$ cat config.mk
export PLATFORM = sky130hd
export DESIGN_NAME = axis_sample_generator_flat
export DESIGN_NICKNAME = d
export VERILOG_FILES = /design/src/rtl/axis_sample_generator_if.sv /design/src/rtl/axis_sample_generator.sv /design/src/flat_wrapper.sv
export SDC_FILE = /design/constraint.sdc
export NUM_CORES = 1
export LEC_CHECK = 0
export CORE_MARGIN = 1.5
export CORE_UTILIZATION = 45
export CTS_CLUSTER_DIAMETER = 120
export CTS_CLUSTER_SIZE = 14
export DETAILED_ROUTE_END_ITERATION = 7
export PLACE_DENSITY = 0.69
export SYNTH_ARGS = -nofsm -noshare
export SYNTH_HDL_FRONTEND = slang
export SYNTH_SLANG_ARGS = --single-unit
$ cat constraint.sdc
create_clock -name Clk -period 4.65 [get_ports Clk]
set_input_delay 0.93 -clock Clk [delete_from_list [all_inputs] [get_ports Clk]]
set_output_delay 0.93 -clock Clk [all_outputs]
set_load 0.1 [all_outputs]
$ cat src/rtl/axis_sample_generator_if.sv
// ---------------------------------------------------------------------------
// axis_sample_generator_if
//   AXI4-Stream bundle between the sample generator (master) and its sink
//   (rotator input or loopback checker, slave).
//   Signals:
//     tvalid  master->slave  beat valid
//     tready  slave->master  sink ready
//     tlast   master->slave  last beat of packet
//     tdata   master->slave  sample data, DATA_W bits
//     tuser   master->slave  start of frame (only with SAMPGEN_TUSER_SOF_EN)
// ---------------------------------------------------------------------------
interface axis_sample_generator_if #(
  parameter int DATA_W = 32
);
  logic              tvalid;
  logic              tready;
  logic              tlast;
  logic [DATA_W-1:0] tdata;
`ifdef SAMPGEN_TUSER_SOF_EN
  logic              tuser;
`endif

  modport master (
    output tvalid,
    output tlast,
    output tdata,
`ifdef SAMPGEN_TUSER_SOF_EN
    output tuser,
`endif
    input  tready
  );

  modport slave (
    input  tvalid,
    input  tlast,
    input  tdata,
`ifdef SAMPGEN_TUSER_SOF_EN
    input  tuser,
`endif
    output tready
  );
endinterface

$ cat src/rtl/axis_sample_generator.sv
// ---------------------------------------------------------------------------
// axis_sample_generator
//   AXI4-Stream master producing test-sample packets for the image-rotator
//   datapath. Packet length is chosen at runtime, four data patterns are
//   available, generation is held off for a fixed number of cycles after
//   reset release, and a started packet always runs to its tlast beat.
//
//   Optional feature macro: SAMPGEN_TUSER_SOF_EN
//     defined   -> tuser marks the first beat of packet 0 of every frame of
//                  C_PKTS_PER_FRAME packets
//     undefined -> no tuser, no packet counter
//
//   Ports:
//     Clk     clock, rising edge
//     ResetN  asynchronous active-low reset
//     En      generation enable (level)
//     PktLen  beats per packet, sampled at packet start (0 -> 1, clipped)
//     Mode    0 per-packet ramp, 1 free-running ramp, 2 walking one,
//             3 constant Seed
//     Seed    ramp start / constant value
//     M_AXIS  stream master (tvalid/tready/tlast/tdata[/tuser])
//     Busy    high from first beat presented until tlast accepted
// ---------------------------------------------------------------------------
module axis_sample_generator #(
  parameter int C_M_AXIS_TDATA_WIDTH = 32,
  parameter int C_M_START_COUNT      = 32,
  parameter int C_MAX_PKT_LEN        = 1024,
  parameter int C_PKTS_PER_FRAME     = 480,
  localparam int LW = $clog2(C_MAX_PKT_LEN) + 1
) (
  input  logic                            Clk,
  input  logic                            ResetN,
  input  logic                            En,
  input  logic [LW-1:0]                   PktLen,
  input  logic [1:0]                      Mode,
  input  logic [C_M_AXIS_TDATA_WIDTH-1:0] Seed,
  axis_sample_generator_if.master         M_AXIS,
  output logic                            Busy
);
  localparam int W   = C_M_AXIS_TDATA_WIDTH;
  localparam int SCW = $clog2(C_M_START_COUNT + 1) + 1;

  localparam logic [1:0] MODE_RAMP = 2'd0;
  localparam logic [1:0] MODE_FREE = 2'd1;
  localparam logic [1:0] MODE_WALK = 2'd2;

  typedef enum logic {ST_IDLE, ST_SEND} state_t;

  // -------------------------------------------------------------------------
  // Post-reset start delay: counts up once, then parks with start_ok_q set.
  // -------------------------------------------------------------------------
  logic [SCW-1:0] start_cnt_q;
  logic           start_ok_q;

  always_ff @(posedge Clk or negedge ResetN) begin
    if (!ResetN) begin
      start_cnt_q <= '0;
      start_ok_q  <= 1'b0;
    end else if (!start_ok_q) begin
      start_cnt_q <= start_cnt_q + SCW'(1);
      if (int'(start_cnt_q) + 1 >= C_M_START_COUNT) start_ok_q <= 1'b1;
    end
  end

  // -------------------------------------------------------------------------
  // Packet FSM and registered stream outputs
  // -------------------------------------------------------------------------
  state_t          state_q, state_d;
  logic            tvalid_q, tvalid_d;
  logic            tlast_q, tlast_d;
  logic [W-1:0]    tdata_q, tdata_d;
  logic [LW-1:0]   beat_q, beat_d;
  logic [LW-1:0]   len_q, len_d;
  logic [1:0]      mode_q, mode_d;
  logic [LW-1:0]   len_new;
  logic [W-1:0]    first_data;
  logic [W-1:0]    next_data;
  logic            start_pkt;

  // Effective length of a packet starting now.
  always_comb begin
    if (PktLen == '0)                       len_new = LW'(1);
    else if (PktLen > LW'(C_MAX_PKT_LEN))   len_new = LW'(C_MAX_PKT_LEN);
    else                                    len_new = PktLen;
  end

  // First beat of a packet starting now. The free-running ramp only reseeds
  // when starting from IDLE; back-to-back it continues from the last beat.
  always_comb begin
    case (Mode)
      MODE_FREE: first_data = (state_q == ST_SEND) ? tdata_q + W'(1) : Seed;
      MODE_WALK: first_data = W'(1);
      default:   first_data = Seed;
    endcase
  end

  // Following beat within the current packet.
  always_comb begin
    case (mode_q)
      MODE_RAMP, MODE_FREE: next_data = tdata_q + W'(1);
      MODE_WALK:            next_data = {tdata_q[W-2:0], tdata_q[W-1]};
      default:              next_data = tdata_q;
    endcase
  end

`ifdef SAMPGEN_TUSER_SOF_EN
  localparam int PW = (C_PKTS_PER_FRAME > 1) ? $clog2(C_PKTS_PER_FRAME) : 1;
  logic [PW-1:0] pkt_q, pkt_d;
  logic          tuser_q, tuser_d;
`else
  // The frame size only matters when the SOF marker is built in.
  if (C_PKTS_PER_FRAME < 1) begin : g_no_frames
  end
`endif

  always_comb begin
    state_d   = state_q;
    tvalid_d  = tvalid_q;
    tlast_d   = tlast_q;
    tdata_d   = tdata_q;
    beat_d    = beat_q;
    len_d     = len_q;
    mode_d    = mode_q;
    start_pkt = 1'b0;
`ifdef SAMPGEN_TUSER_SOF_EN
    pkt_d     = pkt_q;
    tuser_d   = tuser_q;
`endif

    unique case (state_q)
      ST_IDLE: begin
        if (start_ok_q && En) begin
          state_d   = ST_SEND;
          start_pkt = 1'b1;
        end
      end
      ST_SEND: begin
        if (tvalid_q && M_AXIS.tready) begin
          if (tlast_q) begin
`ifdef SAMPGEN_TUSER_SOF_EN
            pkt_d = (pkt_q == PW'(C_PKTS_PER_FRAME - 1)) ? '0 : pkt_q + PW'(1);
`endif
            if (En) begin
              start_pkt = 1'b1;
            end else begin
              state_d  = ST_IDLE;
              tvalid_d = 1'b0;
              tlast_d  = 1'b0;
`ifdef SAMPGEN_TUSER_SOF_EN
              pkt_d    = '0;
              tuser_d  = 1'b0;
`endif
            end
          end else begin
            beat_d  = beat_q + LW'(1);
            tlast_d = ((beat_q + LW'(1)) == (len_q - LW'(1)));
            tdata_d = next_data;
`ifdef SAMPGEN_TUSER_SOF_EN
            tuser_d = 1'b0;
`endif
          end
        end
      end
    endcase

    if (start_pkt) begin
      tvalid_d = 1'b1;
      len_d    = len_new;
      mode_d   = Mode;
      beat_d   = '0;
      tdata_d  = first_data;
      tlast_d  = (len_new == LW'(1));
`ifdef SAMPGEN_TUSER_SOF_EN
      tuser_d  = (pkt_d == '0);
`endif
    end
  end

  always_ff @(posedge Clk or negedge ResetN) begin
    if (!ResetN) begin
      state_q  <= ST_IDLE;
      tvalid_q <= 1'b0;
      tlast_q  <= 1'b0;
      tdata_q  <= '0;
      beat_q   <= '0;
      len_q    <= '0;
      mode_q   <= '0;
`ifdef SAMPGEN_TUSER_SOF_EN
      pkt_q    <= '0;
      tuser_q  <= 1'b0;
`endif
    end else begin
      state_q  <= state_d;
      tvalid_q <= tvalid_d;
      tlast_q  <= tlast_d;
      tdata_q  <= tdata_d;
      beat_q   <= beat_d;
      len_q    <= len_d;
      mode_q   <= mode_d;
`ifdef SAMPGEN_TUSER_SOF_EN
      pkt_q    <= pkt_d;
      tuser_q  <= tuser_d;
`endif
    end
  end

  assign M_AXIS.tvalid = tvalid_q;
  assign M_AXIS.tlast  = tlast_q;
  assign M_AXIS.tdata  = tdata_q;
`ifdef SAMPGEN_TUSER_SOF_EN
  assign M_AXIS.tuser  = tuser_q;
`endif
  assign Busy = (state_q == ST_SEND);

endmodule
$ cat src/flat_wrapper.sv
// flat-port wrapper written by rule: the top's interface ports become plain ports
module axis_sample_generator_flat 
#(
  parameter int C_M_AXIS_TDATA_WIDTH = 32,
  parameter int C_M_START_COUNT      = 32,
  parameter int C_MAX_PKT_LEN        = 1024,
  parameter int C_PKTS_PER_FRAME     = 480,
  localparam int LW = $clog2(C_MAX_PKT_LEN) + 1
)
  (Clk, ResetN, En, PktLen, Mode, Seed, Busy, M_AXIS_tvalid, M_AXIS_tlast, M_AXIS_tdata, M_AXIS_tready);
  axis_sample_generator_if M_AXIS_i ();
  input  logic Clk;
  input  logic ResetN;
  input  logic En;
  input  logic [LW-1:0] PktLen;
  input  logic [1:0] Mode;
  input  logic [C_M_AXIS_TDATA_WIDTH-1:0] Seed;
  output logic Busy;
  output wire logic [$bits(M_AXIS_i.tvalid)-1:0] M_AXIS_tvalid;
  output wire logic [$bits(M_AXIS_i.tlast)-1:0] M_AXIS_tlast;
  output wire logic [$bits(M_AXIS_i.tdata)-1:0] M_AXIS_tdata;
  input wire logic [$bits(M_AXIS_i.tready)-1:0] M_AXIS_tready;
  assign M_AXIS_tvalid = M_AXIS_i.tvalid;
  assign M_AXIS_tlast = M_AXIS_i.tlast;
  assign M_AXIS_tdata = M_AXIS_i.tdata;
  assign M_AXIS_i.tready = M_AXIS_tready;
  axis_sample_generator #(.C_M_AXIS_TDATA_WIDTH(C_M_AXIS_TDATA_WIDTH), .C_M_START_COUNT(C_M_START_COUNT), .C_MAX_PKT_LEN(C_MAX_PKT_LEN), .C_PKTS_PER_FRAME(C_PKTS_PER_FRAME)) u_core (.Clk(Clk), .ResetN(ResetN), .En(En), .PktLen(PktLen), .Mode(Mode), .Seed(Seed), .M_AXIS(M_AXIS_i), .Busy(Busy));
endmodule
# Word level (Yosys, flattened, before mapping)
# Cells that the tools add are included.
[totals] reg_bits=67 in_bits=49 output_inout_bits=35 wordCells=70
[classes] n_addsub=5 order_cmp=2 eq_ne=8 n_mux=32 bitwise=1 reduce_logical=13
[op_table] cell="$mux 32" n=5
[op_table] cell="$pmux 32 s2" n=2
[op_table] cell="$mux 11" n=6
[op_table] cell="$add 32x1->32 const B" n=1
[op_table] cell="$ge 32x7->1 const B" n=1
[op_table] cell="$mux 1" n=17
[op_table] cell="$add 11x1->11 const B" n=1
[op_table] cell="$eq 11x1->1 const B" n=1
[op_table] cell="$eq 11x11->1" n=1
[op_table] cell="$gt 11x11->1 const B" n=1
[op_table] cell="$logic_not 11->1" n=1
[op_table] cell="$sub 11x1->11 const B" n=1
[op_table] cell="$add 7x1->8 const B" n=1
[op_table] cell="$reduce_and 4->1" n=2
[op_table] cell="$add 7x1->7 const B" n=1
[op_table] cell="$reduce_bool 2->1" n=3
[op_table] cell="$eq 2x1->1 const B" n=2
[op_table] cell="$eq 2x2->1 const B" n=2
[op_table] cell="$pmux 1 s2" n=2
[op_table] cell="$reduce_and 3->1" n=1
[op_table] cell="$reduce_bool 3->1" n=1
[op_table] cell="$logic_and 1x1->1" n=2
[op_table] cell="$logic_not 2->1" n=1
[op_table] cell="$ne 2x1->1 const B" n=1
[op_table] cell="4 further kinds" n=4

# Logic depth before layout (Yosys ltp)
# Gate-level depths: netlist (run 1).
[depth] ltp_word=7 ltp_mapped=9 ltp_nobuf=7

# Worst setup path before layout (run 1)
# Ideal clock, no wire load.
[synth_path] path_type="register to register" startpoint="register u_core.tdata_q[0] (netlist: u_core.M_AXIS.tdata[0])" endpoint="register u_core.tdata_q[18] (netlist: u_core.M_AXIS.tdata[18])" setup_ns=0.094 arrival_time_ns=2.923 required_ns=4.556 setup_slack_ns=1.633 stages_incl_launch_ff=8 n_path_buf=1 period_less_slack_ns=3.017 path_cell_list="dfrtp_1 > ha_1 > nand3_1 > nor4_1 > buf_2 > nand4_1 > xor2_1 > a211oi_1"
[synth_between] elab_chain_cells=6 elab_cells_between_ends=8 classes_between="1 x add/sub; 7 x mux"
[synth_lines] element="start: declaration" line="axis_sample_generator.sv:71" rtl="logic [W-1:0] tdata_q, tdata_d;"
[synth_lines] element="start signal: assignment" line="axis_sample_generator.sv:196" rtl="tdata_q <= tdata_d;"
[synth_lines] element="$add 32x1->32 *" line="axis_sample_generator.sv:91, axis_sample_generator.sv:100"
[synth_lines] element="$pmux 32 s2" line="axis_sample_generator.sv:99" rtl="case (mode_q)"
[synth_lines] element="$mux 32" line="axis_sample_generator.sv:139" rtl="if (tlast_q) begin"
[synth_lines] element="$mux 32" line="axis_sample_generator.sv:138" rtl="if (tvalid_q && M_AXIS.tready) begin"
[synth_lines] element="$mux 32" line="axis_sample_generator.sv:130" rtl="unique case (state_q)"
[synth_lines] element="$mux 32 *" line="axis_sample_generator.sv:166" rtl="if (start_pkt) begin"
# Every way passes the cells marked *; elsewhere a longest branch is shown, timed or not. The select of a mux whose other input is x is not followed.
# A chain may end at the register's enable or synchronous reset.

# Worst setup path in the final report (run 1)
[layout_path] startpoint="register u_core.state_q (netlist: u_core.Busy)" endpoint="output Busy"
[layout_lines] element="start: declaration" line="axis_sample_generator.sv:68" rtl="state_t state_q, state_d;"
[layout_lines] element="start signal: assignment" line="axis_sample_generator.sv:193" rtl="state_q <= state_d;"
[layout_lines] element="end: declaration" line="flat_wrapper.sv:18" rtl="output logic Busy;"
# No word-level cell between the ends.

==> results of run 1 <==
## flip-flops by register name, indices dropped and copies added, names as in the netlist
name	count
u_core.beat_q	11
u_core.M_AXIS.tvalid	1
u_core.M_AXIS.tdata	32
u_core.len_q	11
u_core.start_cnt_q	7
u_core.mode_q	2
u_core.start_ok_q	1
u_core.Busy	1
u_core.M_AXIS.tlast	1
## cell usage after synthesis (11+ instances only)
master	n
nand2_1	71
dfrtp_1	67
o21ai_0	62
clkbuf_1	47
nor2_1	46
a21oi_1	36
a31oi_1	31
nand3_1	24
inv_1	21
nor3_1	16
nor4_1	14
xnor2_1	14
a221oi_1	11
## kinds of logic (layout without fill, tap and decap cells)
group	after synthesis	after routing	synth area share [%]
simple gates	262	262	25.8
compound gates	227	227	27.8
buf+inv	79	133	5.84
flops	67	67	31.2
xor+xnor	28	28	5.59
mux	12	12	2.35
fa+ha+maj	6	6	1.40
## path summary, 6_finish.rpt
| check | endpoint | slack, ps | cells after the start |
|---|---|---|---|
| max | Busy | 1480 | 1 |
| min | u_core.start_cnt_q[6]$_DFFE_PN0N_ | 470 | 1 |
| max reg2reg | u_core.M_AXIS.tdata[24]$_DFFE_PN0P_ | 2000 | 6 |
| min reg2reg | u_core.start_cnt_q[6]$_DFFE_PN0N_ | 470 | 1 |
| max in group asynchronous | u_core.M_AXIS.tdata[23]$_DFFE_PN0P_ | 3000 | 2 |
| min in group asynchronous | u_core.beat_q[7]$_DFFE_PN0P_ | 660 | 1 |
## layout make-up
class,instances,area (um2),share of cell area [%]
inverters,21,78.8,1.19
multi-input cells,535,3410,51.4
well taps,143,179,2.70
clock buffers,12,267,4.02
repair buffers,96,923,13.9
flip-flops and latches,67,1680,25.3
clock inverters,4,95.1,1.44
## power groups by stage
| stage | Clock (mW) | Sequential, mW | Combinational (mW) |
|---|---|---|---|
| 3_3_place_gp | 0 | 0.911 | 1.41 |
| 3_5_place_dp | 0 | 0.918 | 1.43 |
| 6_report | 0.832 | 0.916 | 1.43 |
| 4_1_cts | 0.846 | 0.909 | 1.43 |
| 2_1_floorplan | 0 | 1.46 | 0.525 |
| 5_1_grt | 0.865 | 0.943 | 1.52 |
## metal layers
metal,global-route usage [%],up-vias
met4,11.7,0
met3,4.27,26
met5,0,-
li1,-,2670
met2,42.0,229
met1,36.5,2734
## stage by stage
step | cells | power [mW] | instance area, um2 | hold slack, ps
global placement | 862 | 2.32 | 6260 | 459
detailed placement | 862 | 2.34 | 6260 | 462
floorplan | 681 | 1.98 | 5380 | 443
global route | 878 | 3.32 | 6630 | 510
finish | 878 | 3.18 | 6630 | 470
CTS | 878 | 3.19 | 6630 | 473
==> results.json, run 1 <==
{
  "synth_top_area_share_pct": 31.2,
  "initial_utilization_pct": 46.7,
  "cts_buffers": 9,
  "ys_warn_count": 0,
  "grt_pass1_wl_um": 27000,
  "rsz0062_at_grt": "false",
  "hold_start": "u_core.start_cnt_q[6]$_DFFE_PN0N_",
  "die_w_um": 112,
  "htree_levels": 3,
  "p_sw_mw": 1.50,
  "synth_flop_cell": "dfrtp_1",
  "synthArstFlopShare_pct": 100,
  "met3WireLength_um": 986,
  "final_util_pct": 57.5,
  "ir_worst_vdd_mv": 0.233,
  "rows": 39,
  "vias_per_cell": 6.45,
  "max_freq_mhz": 315,
  "dr.pass1.iters": 7,
  "ys_types": 71,
  "wl_met1_um": 7480,
  "setup_viol": 0,
  "setup_tns_ps": 0,
  "cts_sinks": 67,
  "tightest_slew_ps": 975,
  "final_max_slew_viol_count": 0,
  "grt_max_degree": 38,
  "syn_area_um2": 5380,
  "period_needed_ps": 3170,
  "pwr-share-comb_pct": 45.0,
  "cts_buffer_depth": 2,
  "power_density_nw_per_um2": 480,
  "finalCritPeriodShare_pct": 68.2,
  "core_um2": 11500,
  "swShare_pct": 47.2,
  "maxSlewHeadroom_pct": 34.8,
  "p_int_mw": 1.68,
  "cts_tree": "done",
  "critPathLaunchType": "register",
  "final_cell_mix": "82 x clkdlybuf4s50_1, 71 x nand2_1, 67 x dfrtp_1",
  "drt_iter0_markers": 475,
  "timing.rr.start": "u_core.Busy$_DFF_PN0_",
  "holdCritPathClass": "reg2reg",
  "post_cts.repair.setup_buffers": 0,
  "status": "completed",
  "routed.top_layer": "met4",
  "hold_viol": 0,
  "detail_route.wl_per_cell_um": 18.8,
  "critPathKind": "reg2out",
  "power_frac_clock_pct": 26.2,
  "clock_latency_ps": 340,
  "critPathBufInv": 1,
  "cap_violations": 0,
  "setup_ws_ps": 1480,
  "p_leak_nw": 2.57,
  "vias": 5659,
  "fill_cells": 1073,
  "place.gp.congestion": 0.891,
  "syn2layout_area_growth_pct": 23.2,
  "grt.total_usage_pct": 26.7,
  "cp_slowest_cell": "clkdlybuf4s50_1",
  "crit_family": "buffers and inverters",
  "grt_pass1_vias": 5332,
  "cpPeakStageDelay_ps": 1240,
  "fin_nets": 785,
  "clk_pin_slew_ps": 50,
  "crit_chain": "clkdlybuf4s50_1",
  "netlist_instances": 681,
  "required_ps": 3720,
  "ios": 84,
  "drc": 0,
  "yosysSeqAreaShare_pct": 31.2,
  "synth_largest_area_cell": "dfrtp_1",
  "syn-num-nets": 736,
  "die_height_um": 112,
  "n_antenna_cell": 0,
  "drive_above_1_share_pct": 6.53,
  "hpwl_um": 11400,
  "finClkSkew_ps": 4.85,
  "synth_seq_cells": 67,
  "critPathLaunch": "u_core.Busy$_DFF_PN0_",
  "grt_overflow": 0,
  "post-place-ws_ps": 1190,
  "wl_um": 16500,
  "seq_power_share_pct": 28.8,
  "antenna_found_initial": 0,
  "arrival_ps": 2240,
  "endpoint_kind": "output pin",
  "root_buffer": "clkbuf_16",
  "cp_max_fo": 16,
  "antenna_left": 0,
  "numPortBuffers": 83,
  "wl_met2_um": 7660,
  "synth_area_per_cell_um2": 7.89,
  "synth_edf_count": 0,
  "postCtsHoldBufs": 0,
  "cts_resized": 0,
  "layout_commonest_cell": "clkdlybuf4s50_1",
  "fp.dieArea_um2": 12600,
  "synth_area_leaders": "dfrtp_1 31%, o21ai_0 5.8%, nand2_1 5.0%"
}
(Power assumes the default switching activity.)
==> inputs of run 2 (changes only) <==
Clock period 4.65 ns to 3 ns, I/O delays scaled along.
==> results.json, run 2 (same netlist as run 1, synthesis figures left out) <==
{
  "status": "finished, violations left",
  "violations": "design-rule violations",
  "dr.pass1.iters": 7,
  "swShare_pct": 49.5,
  "core_um2": 11500,
  "setup_ws_ps": 462,
  "wl_um": 17300,
  "n_antenna_cell": 0,
  "root_buffer": "clkbuf_16",
  "cpPeakStageDelay_ps": 450,
  "numPortBuffers": 83,
  "cts_buffer_depth": 2,
  "cts_buffers": 9,
  "syn2layout_area_growth_pct": 24.1,
  "seq_power_share_pct": 29.2,
  "endpoint_kind": "register",
  "cap_violations": 0,
  "clk_pin_slew_ps": 60,
  "initial_utilization_pct": 46.7,
  "antenna_left": 0,
  "tightest_slew_ps": 1040,
  "postCtsHoldBufs": 0,
  "hpwl_um": 12200,
  "crit_chain": "clkdlybuf4s50_1 -> inv_1 -> ha_1 -> nor2b_1 -> or2_2 -> buf_4 -> nand3_1 -> a31oi_1 -> o221a_2",
  "p_leak_nw": 2.67,
  "max_freq_mhz": 394,
  "cts_tree": "done",
  "post_cts.repair.setup_buffers": 0,
  "grt_pass1_vias": 5662,
  "fin_nets": 803,
  "fp.dieArea_um2": 12600,
  "die_height_um": 112,
  "finClkSkew_ps": 6.41,
  "clock_latency_ps": 350,
  "setup_viol": 0,
  "layout_commonest_cell": "nand2_1",
  "arrival_ps": 2820,
  "hold_viol": 0,
  "grt_max_degree": 38,
  "vias_per_cell": 6.42,
  "largest_register_ffs": 32,
  "period_needed_ps": 2540,
  "htree_levels": 3,
  "ios": 84,
  "rsz0062_at_grt": "false",
  "cts_sinks": 67,
  "drive_above_1_share_pct": 13.4,
  "maxSlewHeadroom_pct": 30.5,
  "antenna_found_initial": 0,
  "cp_slowest_cell": "clkdlybuf4s50_1",
  "detail_route.wl_per_cell_um": 19.3,
  "critPathLaunchType": "input port",
  "grt.total_usage_pct": 28.0,
  "drt_iter0_markers": 513,
  "power_density_nw_per_um2": 723,
  "vias": 5753,
  "finalCritPeriodShare_pct": 84.6,
  "power_frac_clock_pct": 24.3,
  "holdCritPathClass": "in2async",
  "cp_max_fo": 13,
  "ir_worst_vdd_mv": 0.654,
  "required_ps": 3280,
  "setup_tns_ps": 0,
  "final_cell_mix": "71 x nand2_1, 66 x dfrtp_1, 63 x buf_4",
  "p_sw_mw": 2.39,
  "final_max_slew_viol_count": 0,
  "p_int_mw": 2.44,
  "grt_pass1_wl_um": 28400,
  "cts_resized": 0,
  "critPathKind": "in2reg",
  "post-place-ws_ps": 146,
  "grt_overflow": 0,
  "die_w_um": 112,
  "pwr-share-comb_pct": 46.5,
  "drc": 4,
  "rows": 39,
  "place.gp.congestion": 0.894
}
==> run 2: changes by cell type in the layout (fill, tap and decap cells not counted), moves of 3 or more <==
cell and change:
buf_4 +50, clkdlybuf4s50_1 -35, buf_12 +3, clkbuf_8 -3
==> run 2: metal layers <==
layer,global-route usage [%],routed length [um],up-vias
li1,-,-,2701
met1,37.8,7690,2751
met2,44.3,7880,264
met3,4.27,1270,37
met4,13.5,417,0
met5,0,0,-
==> run 2: critical path, delay by kind of cell <==
family | cells | cell delay (ps)
and+or+nand+nor | 3 | 830
buffers and inverters | 3 | 780
AOI/OAI and AO/OA | 2 | 420
adders and majority gates | 1 | 190
==> run 2: final timing paths <==
check	start	to	cells after the start	slack [ps]
setup / recovery	Mode[1]	u_core.M_AXIS.tdata[21]$_DFFE_PN0P_	9	460
hold / removal	ResetN	u_core.beat_q[5]$_DFFE_PN0P_	1	260
setup reg to reg	u_core.M_AXIS.tdata[2]$_DFFE_PN0P_	u_core.M_AXIS.tdata[25]$_DFFE_PN0P_	5	560
hold reg to reg	u_core.start_cnt_q[6]$_DFFE_PN0N_	u_core.start_cnt_q[6]$_DFFE_PN0N_	1	480
max in group asynchronous	ResetN	u_core.M_AXIS.tdata[21]$_DFFE_PN0P_	2	1910
min in group Clk	u_core.start_cnt_q[6]$_DFFE_PN0N_	u_core.start_cnt_q[6]$_DFFE_PN0N_	1	480
==> run 2: power groups by stage <==
| stage | Sequential (mW) | Combinational [mW] | Clock, mW |
|---|---|---|---|
| 2_1_floorplan | 2.26 | 0.813 | 0 |
| 3_3_place_gp | 1.40 | 2.20 | 0 |
| 3_5_place_dp | 1.40 | 2.23 | 0 |
| 4_1_cts | 1.40 | 2.24 | 1.18 |
| 5_1_grt | 1.44 | 2.37 | 1.22 |
| 6_report | 1.41 | 2.24 | 1.17 |
==> run 2: final cells by class <==
type | instances | area (um2)
clock buffers | 10 | 229
clock inverters | 6 | 90.1
fillers | 1038 | 4850
inverters | 21 | 78.8
multi-input cells | 535 | 3410
flip-flops and latches | 67 | 1680
well taps | 143 | 179
repair buffers | 114 | 1010
==> run 2: per-stage QoR <==
step,instances,total power [mW],utilization [%],hold WS (ps),area [um2]
3_5_place_dp,880,3.64,55.1,468,6350
3_3_place_gp,880,3.60,55.1,460,6350
5_1_grt,896,5.03,57.9,292,6670
4_1_cts,896,4.81,57.9,272,6670
6_report,896,4.82,57.9,257,6670
2_1_floorplan,681,3.07,-,304,5380
==> inputs of run 3 (changes only) <==
Clock period 3 ns to 2.6 ns, I/O delays scaled along.
==> results.json, run 3 (same netlist as run 1, synthesis figures left out) <==
{
  "cts_resized": 0,
  "hold_viol": 0,
  "timing.rr.start": "u_core.len_q[0]$_DFFE_PN0P_",
  "dr.pass1.iters": 8,
  "period_needed_ps": 2420,
  "holdCritPathClass": "in2async",
  "critPathKind": "reg2reg",
  "detail_route.wl_per_cell_um": 19.3,
  "r2r-end": "u_core.M_AXIS.tlast$_DFFE_PN0P_",
  "grt_overflow": 0,
  "setup_viol": 0,
  "fin_nets": 819,
  "cts_buffer_depth": 2,
  "die_w_um": 112,
  "violations": "design-rule violations",
  "status": "finished, violations left",
  "place_area_um2": 6550,
  "drive_above_1_share_pct": 17.3,
  "crit_end": "u_core.M_AXIS.tlast$_DFFE_PN0P_",
  "place.gp.congestion": 0.921,
  "cap_violations": 0,
  "ir_worst_vdd_mv": 0.832,
  "fin_area_um2": 6890,
  "r2r_cells": 7,
  "vias_per_cell": 6.41,
  "drt_iter0_markers": 485,
  "post_cts.repair.setup_buffers": 0,
  "critPathLaunchType": "register",
  "p_leak_nw": 2.77,
  "post-place-ws_ps": -41.2,
  "vias": 5850,
  "power_density_nw_per_um2": 823,
  "tightest_slew_ps": 589,
  "rows": 39,
  "largest_register_ffs": 32,
  "syn2layout_area_growth_pct": 28.1,
  "cts_tree": "done",
  "grt_max_degree": 68,
  "cts_sinks": 67,
  "grt_pass1_wl_um": 28600,
  "htree_levels": 3,
  "root_buffer": "clkbuf_16",
  "cts_buffers": 9,
  "required_ps": 2800,
  "setup_tns_ps": 0,
  "initial_utilization_pct": 46.7,
  "antenna_found_initial": 0,
  "critPathLaunch": "u_core.len_q[0]$_DFFE_PN0P_",
  "final_cell_mix": "75 x buf_4, 71 x nand2_1, 62 x o21ai_0",
  "final_max_slew_viol_count": 0,
  "wl_um": 17600,
  "grt_pass1_vias": 5572,
  "numPortBuffers": 83,
  "reg2reg_slack_ps": 180,
  "hold_ws_ps": 186,
  "endpoint_kind": "register",
  "clock_latency_ps": 340,
  "postCtsHoldBufs": 0,
  "clk_pin_slew_ps": 60,
  "die_height_um": 112,
  "antenna_left": 0,
  "maxSlewHeadroom_pct": 60.6,
  "arrival_ps": 2620,
  "drc": 3,
  "layout_commonest_cell": "buf_4",
  "core_um2": 11500,
  "rsz0062_at_grt": "false",
  "finClkSkew_ps": 5.32,
  "hpwl_um": 12400,
  "finalCritPeriodShare_pct": 93.1,
  "n_antenna_cell": 0,
  "cp_max_fo": 5,
  "fp.dieArea_um2": 12600,
  "setup_ws_ps": 180,
  "ios": 84,
  "grt.total_usage_pct": 28.4,
  "max_freq_mhz": 413
}
run 3: changes by cell type in the layout (fill, tap and decap cells not counted):
cell,previous run,this run
dfrtp_1,66,51
buf_4,63,75
dfrtp_2,1,11
dfrtp_4,0,5
buf_12,3,7
inv_6,1,3
clkbuf_1,1,0
clkbuf_8,0,1
clkinv_2,1,0
clkinvlp_4,1,0
run 3: cell type report:
type                            count  area [um2]
Sequential cell                    67        1710
Clock buffer                       10         239
Multi-Input combinational cell    535        3410
Clock inverter                      6        95.1
Tap cell                          143         179
Timing Repair Buffer              130        1180
Inverter                           21        78.8
Fill cell                        1036        4630
run 3: report_power, final:
group          internal [mW]  leakage (nW)  switching [mW]  total [mW]
logic                  0.757          1.79            1.86        2.62
registers               1.26         0.814           0.392        1.66
clock network          0.878         0.164           0.519        1.40
total                   2.90          2.77            2.77        5.67
run 3: worst min path at each step:
| stage | to | slack, ps | cells past startpoint |
|---|---|---|---|
| finish | u_core.beat_q[7]$_DFFE_PN0P_ | 190 | 2 |
| global placement | u_core.start_cnt_q[6]$_DFFE_PN0N_ | 460 | 1 |
| global route | u_core.len_q[2]$_DFFE_PN0P_ | 240 | 2 |
| floorplan | u_core.Busy$_DFF_PN0_ | 220 | 0 |
| detailed placement | u_core.start_cnt_q[4]$_DFFE_PN0N_ | 460 | 1 |
| CTS | u_core.len_q[10]$_DFFE_PN0P_ | 210 | 2 |
run 3: stage by stage:
step	cells	total power, mW	util [%]
after floorplan	681	3.58	-
after global placement	896	4.21	56.9
after detailed placement	896	4.26	56.9
after CTS	912	5.67	59.8
after global routing	912	5.93	59.8
final	912	5.67	59.8
run 3: layer usage:
layer | vias up | GRT usage [%] | share of wire (%)
met3 | 46 | 3.78 | 6.4
met2 | 229 | 44.6 | 46
met5 | - | 0 | 0
met1 | 2823 | 39.1 | 45
met4 | 0 | 13.2 | 3.0
li1 | 2752 | - | -
run 3: critical path, stage by stage, from the launching register on:
cell	delay [ps]
dfrtp_1	430
inv_1	80
ha_1	220
nor3b_1	530
and3_1	300
xnor3_1	210
o221ai_1	140
o31ai_1	380
